**config.mk**
```make
export PLATFORM = sky130hd
export DESIGN_NAME = cdb_arbiter
export DESIGN_NICKNAME = d
export VERILOG_FILES = /design/src/rtl/cdb_arbiter.sv
export SDC_FILE = /design/constraint.sdc
export NUM_CORES = 1
export LEC_CHECK = 0
export BUFFER_PORTS_ARGS = -buffer_cell sky130_fd_sc_hd__buf_2
export CORE_ASPECT_RATIO = 0.6
export CORE_MARGIN = 2
export CORE_UTILIZATION = 40
export DETAILED_ROUTE_END_ITERATION = 10
export PLACE_DENSITY = 0.62
export SYNTH_ARGS = -nofsm -noshare
export SYNTH_HDL_FRONTEND = slang
export SYNTH_SLANG_ARGS = --single-unit
```
**constraint.sdc**
```tcl
create_clock -name clk -period 5.4 [get_ports clk]
set_input_delay 0.27 -clock clk [delete_from_list [all_inputs] [get_ports clk]]
set_output_delay 0.27 -clock clk [all_outputs]
set_load 0.05 [all_outputs]
```
**src/rtl/cdb_arbiter.sv**
```systemverilog
// Common-data-bus arbiter: each producer owns a small result FIFO and one
// head entry per cycle is broadcast on the CDB, chosen round-robin.
module cdb_arbiter #(
    parameter int NUM_SRC    = 4,
    parameter int FIFO_DEPTH = 2
) (
    input  logic                               clk,
    input  logic                               rst,
    input  logic                               flush,
    input  logic [NUM_SRC-1:0]                 src_valid,
    output logic [NUM_SRC-1:0]                 src_ready,
    input  logic [NUM_SRC-1:0][4:0]            src_rob_idx,
    input  logic [NUM_SRC-1:0][4:0]            src_rd_addr,
    input  logic [NUM_SRC-1:0][31:0]           src_data,
    input  logic [NUM_SRC-1:0]                 src_regf_we,
    output logic                               cdb_valid,
    output logic [$clog2(NUM_SRC)-1:0]         cdb_src,
    output logic [4:0]                         cdb_rob_idx,
    output logic [4:0]                         cdb_rd_addr,
    output logic [31:0]                        cdb_data,
    output logic                               cdb_regf_we
);

    localparam int SRC_W = $clog2(NUM_SRC);
    localparam int PTR_W = $clog2(FIFO_DEPTH);
    localparam int CNT_W = $clog2(FIFO_DEPTH + 1);
    localparam int ENT_W = 5 + 5 + 32 + 1;

    logic [NUM_SRC-1:0] nonEmpty;
    logic [NUM_SRC-1:0] push;
    logic [NUM_SRC-1:0] pop;
    logic [ENT_W-1:0]   head [NUM_SRC];
    logic [SRC_W-1:0]   lastGrant_q;
    logic [SRC_W-1:0]   lastGrant_d;
    logic [SRC_W-1:0]   gntIdx;
    logic               gntFound;
    logic               gntValid;

    for (genvar g = 0; g < NUM_SRC; g++) begin : gSrc
        logic [CNT_W-1:0] count_q;
        logic [CNT_W-1:0] count_d;
        logic [PTR_W-1:0] wptr_q;
        logic [PTR_W-1:0] rptr_q;
        logic [ENT_W-1:0] mem_q [FIFO_DEPTH];

        // Ready looks only at the registered count, never at this cycle's pop.
        assign src_ready[g] = (count_q < CNT_W'(FIFO_DEPTH));
        assign nonEmpty[g]  = (count_q != '0);
        assign push[g]      = src_valid[g] && src_ready[g] && !flush;
        assign pop[g]       = gntValid && (gntIdx == SRC_W'(g));
        assign head[g]      = mem_q[rptr_q];

        always_comb begin
            count_d = count_q;
            case ({push[g], pop[g]})
                2'b10:   count_d = count_q + CNT_W'(1);
                2'b01:   count_d = count_q - CNT_W'(1);
                default: count_d = count_q;
            endcase
        end

        always_ff @(posedge clk or posedge rst) begin
            if (rst) begin
                count_q <= '0;
                wptr_q  <= '0;
                rptr_q  <= '0;
            end else if (flush) begin
                count_q <= '0;
                wptr_q  <= '0;
                rptr_q  <= '0;
            end else begin
                count_q <= count_d;
                if (push[g]) wptr_q <= wptr_q + PTR_W'(1);
                if (pop[g])  rptr_q <= rptr_q + PTR_W'(1);
            end
        end

        // Storage needs no reset: an entry is only visible once count covers it.
        always_ff @(posedge clk) begin
            if (push[g]) begin
                mem_q[wptr_q] <= {src_rob_idx[g], src_rd_addr[g], src_data[g], src_regf_we[g]};
            end
        end
    end

    // Search starts one past the last winner so every producer gets a turn.
    always_comb begin
        logic [SRC_W:0] cand;
        gntFound = 1'b0;
        gntIdx   = '0;
        cand     = '0;
        for (int k = 1; k <= NUM_SRC; k++) begin
            cand = {1'b0, lastGrant_q} + (SRC_W + 1)'(k);
            if (cand >= (SRC_W + 1)'(NUM_SRC)) cand = cand - (SRC_W + 1)'(NUM_SRC);
            if (!gntFound && nonEmpty[cand[SRC_W-1:0]]) begin
                gntFound = 1'b1;
                gntIdx   = cand[SRC_W-1:0];
            end
        end
    end

    assign gntValid = gntFound && !flush;

    always_comb begin
        cdb_valid = gntValid;
        cdb_src   = '0;
        {cdb_rob_idx, cdb_rd_addr, cdb_data, cdb_regf_we} = '0;
        if (gntValid) begin
            cdb_src = gntIdx;
            {cdb_rob_idx, cdb_rd_addr, cdb_data, cdb_regf_we} = head[gntIdx];
        end
    end

    always_comb begin
        lastGrant_d = lastGrant_q;
        if (flush)         lastGrant_d = SRC_W'(NUM_SRC - 1);
        else if (gntValid) lastGrant_d = gntIdx;
    end

    always_ff @(posedge clk or posedge rst) begin
        if (rst) lastGrant_q <= SRC_W'(NUM_SRC - 1);
        else     lastGrant_q <= lastGrant_d;
    end

endmodule

```
==> summary.txt <==
Clock network
  – Clock sink total: 362
  – Max clock buf depth: 3
  – Htree depth: 2
  – Reg clk slew, reported paths: 0.06 ns
  – Post-CTS setup buffer count: 0
  – Worst-Skew Late Latency: 0.53 ns
  – Post-CTS Resized: 0
  – Total CTS buffers: 37
  – Post-CTS Hold Fix Bufs: 173
  – CTS root buf: clkbuf_16
  – TritonCTS clock tree: done

Synthesis
  – Cell count after synthesis: 895
  – Syn Nets: 1074
  – Yosys cell types: 38
  – Combinational family with the most area after synthesis: multiplexers
  – Simple-Gate Fraction of Synth Area: 4.102%
  – Ys flop type: edfxtp_1
  – Synth Area in Adders: 0%
  – Post-synth EDFFs: 344
  – Avg Cell Area, Syn: 16.12 um2
  – XOR/XNOR share of the synthesized area: 0.8499%
  – #FFs+latches synth: 362
  – Synth Area in Compound Gates: 5.932%
  – Mux share of post-synthesis cell area: 12.68%
  – Yosys warning total: 0
  – Post-synthesis sequential area ratio: 74.74%
  – Post-synthesis async set-or-reset flop share: 4.972%
  – Mapped cell area: 14430 um2

Worst setup path
  – Crit-path slowest cell: nand2_2
  – Setup crit end kind: output pin
  – Arr. time, crit path: 3.78 ns
  – Critical Path Start Type: register
  – CP max FO: 44
  – Required @ worst endpoint: 5.13 ns
  – Largest stage delay, worst path: 0.69 ns
  – CP Cell Sequence: nor4_1, o32ai_1, nor2_1, nand2_2, o22ai_1, buf_2
  – Crit Path Class: reg -> out

Detailed routing
  – Via density: 5.032
  – DRC violations left: 0
  – Routed Antenna Nets: 0
  – Routed wire length: 36.95 mm
  – Drt pass-1 iters: 5
  – DR WL/cell: 20.57 um
  – Via count: 9037
  – Iter 0 DRT Violations: 631

Timing
  – Fin. Hold Viols: 0
  – Fin crit period: 4.053 ns
  – Worst Skew: 0.01218 ns
  – RSZ-0062 raised after global routing: no
  – Relative slew slack: 23.88%
  – Final Slew Violations: 0
  – Worst slew pin tran: 1.138 ns
  – Final WS setup: 1.347 ns
  – Fmax: 0.2468 GHz
  – Fin Setup TNS: 0 ns
  – Period utilisation layout: 75.05%
  – Endpoints failing setup: 0

Finish
  – Multi-input gate area: 3446 um2
  – Fillers: 2914
  – Final Net Count: 1482
  – Area Growth Syn to Fin: 32.41%
  – Register area: 10790 um2
  – Share of post-route cells with drive strength above 1: 30.72%
  – Commonest non-fill, non-tap cells in the layout: 344 x edfxtp_1, 228 x buf_2, 173 x dlygate4sd3_1
  – Finished Core Util: 54.15%
  – Most common cell after layout, fill and taps aside: edfxtp_1

Floorplan
  – Initial Utilization: 40.90%
  – IO Pins: 229
  – Die area: 37650 um2
  – Die H: 151.1 um
  – Die Wd: 249.2 um
  – Num rows: 53
  – Area of the core: 35280 um2

Pwr
  – Sequential power share: 35.3%
  – Power, Total: 10.11 mW
  – Switching pwr: 4.039 mW
  – Sw frac: 39.94%
  – PwrDens: 529.4 nW/um2
  – Clock network fraction of total power: 25.3%
  – Cell Int Power: 6.074 mW
  – Leak pwr: 6.835 nW
  – Logic pwr share: 39.4%
  – Worst vdd ir: 0.4133 mV

Global route
  – Grt met2 use: 31.34%
  – GR met3 Demand/Resource: 3.746%
  – M1 GR Usage: 28.14%
  – GRT busiest layer: met2
  – Initial antenna violation count: 0
  – Vias in the first global route: 9162
  – Largest net degree at the start of global routing: 66
  – First-pass GRT wire length: 55.23 mm
  – Global-route usage over all layers: 19.57%
  – Total congestion overflow: 0

Placed design
  – Number of port buffers: 228
  – Hpwl dp: 23.88 mm
  – Pre-CTS WS: 1.973 ns
  – Gpl congestion: 0.8714

Flow run
  – Max_cap viols: 0

Worst hold path
  – Hold Path Class: in -> reg

Outcome
  – Outcome: complete, no violations
critical path: cells and delay by family, from the launching register on:
kind                   cells  cell delay [ns]
AO/OA/AOI/OAI              2             0.85
flip-flops                 1             0.44
AND/OR/NAND/NOR            3             1.60
buffers and inverters      1             0.33
stage by stage:
stage | instances | hold slack, ns | area [um2]
final | 1796 | 0.04259 | 19100
after global routing | 1795 | 0.03753 | 19100
after CTS | 1795 | 0.01731 | 19100
after detailed placement | 1558 | 0.4384 | 16170
after global placement | 1558 | 0.4336 | 16170
after floorplan | 895 | 0.2071 | 14430
cells by family (layout without fill, tap and decap cells):
group | count (synthesis) | after routing
simple gates | 137 | 137
xor+xnor | 14 | 14
compound gates | 150 | 150
buf+inv | 60 | 493
other cells | 0 | 1
mux | 172 | 172
flops | 362 | 362
Yosys cell counts, types with 4 or more instances:
cell type	count	area [um2]
edfxtp_1	344	10330
nor2_1	104	390.4
a21oi_1	93	465.5
mux2_2	86	968.4
mux2i_1	86	860.8
o22ai_1	43	269.0
clkbuf_1	30	112.6
buf_2	16	80.08
dfrtp_1	16	400.4
xnor2_1	10	87.58
inv_1	8	30.03
buf_1	6	22.52
nand2_1	6	22.52
nor3_1	5	25.02
nor3b_1	5	37.54
nor4_1	4	25.02
o21ai_0	4	20.02
xor2_1	4	35.03
power groups by stage:
stage	clock (mW)	sequential (mW)	combinational, mW
after floorplan	0	3.46	2.91
after global placement	0	3.62	3.87
after detailed placement	0	3.63	3.88
after CTS	2.62	3.57	3.99
after global routing	2.74	3.60	4.26
final	2.56	3.57	3.98
layout make-up:
class | instances | area share (%)
Timing Repair Buffer | 421 | 15.95
Inverter | 8 | 0.1572
Multi-Input combinational cell | 473 | 18.04
Clock inverter | 20 | 1.310
Tap cell | 467 | 3.059
Sequential cell | 362 | 56.48
Antenna cell | 1 | 0.01310
Clock buffer | 44 | 4.984
layer usage:
| layer | vias up | routed length, um |
|---|---|---|
| met4 | 0 | 427 |
| met5 | - | 0 |
| li1 | 4254 | - |
| met2 | 292 | 17090 |
| met3 | 38 | 2105 |
| met1 | 4453 | 17320 |
state kept, by name (all words and copies together) (netlist names):
signal and cells:
gSrc.rptr_q 4, lastGrant_q 2, gSrc.mem_q 344, gSrc.wptr_q 4, gSrc.count_q 8
worst paths after layout:
path                                           startpoint                             end  slack [ns]  cells after the start
max                        gSrc[1].count_q[1]$_DFFE_PP0P_                  cdb_rob_idx[2]        1.35                      6
min                                          src_valid[1]  gSrc[1].count_q[1]$_DFFE_PP0P_        0.04                      3
max reg2reg                gSrc[3].count_q[0]$_DFFE_PP0P_  gSrc[0].count_q[1]$_DFFE_PP0P_        2.64                      7
min reg2reg                    gSrc[1].wptr_q$_DFFE_PP0P_      gSrc[1].wptr_q$_DFFE_PP0P_        0.58                      2
max in group asynchronous                             rst      gSrc[1].rptr_q$_DFFE_PP0P_        4.43                      3
min in group asynchronous                             rst  gSrc[3].count_q[0]$_DFFE_PP0P_        0.42                      3
(Power assumes the default switching activity.)
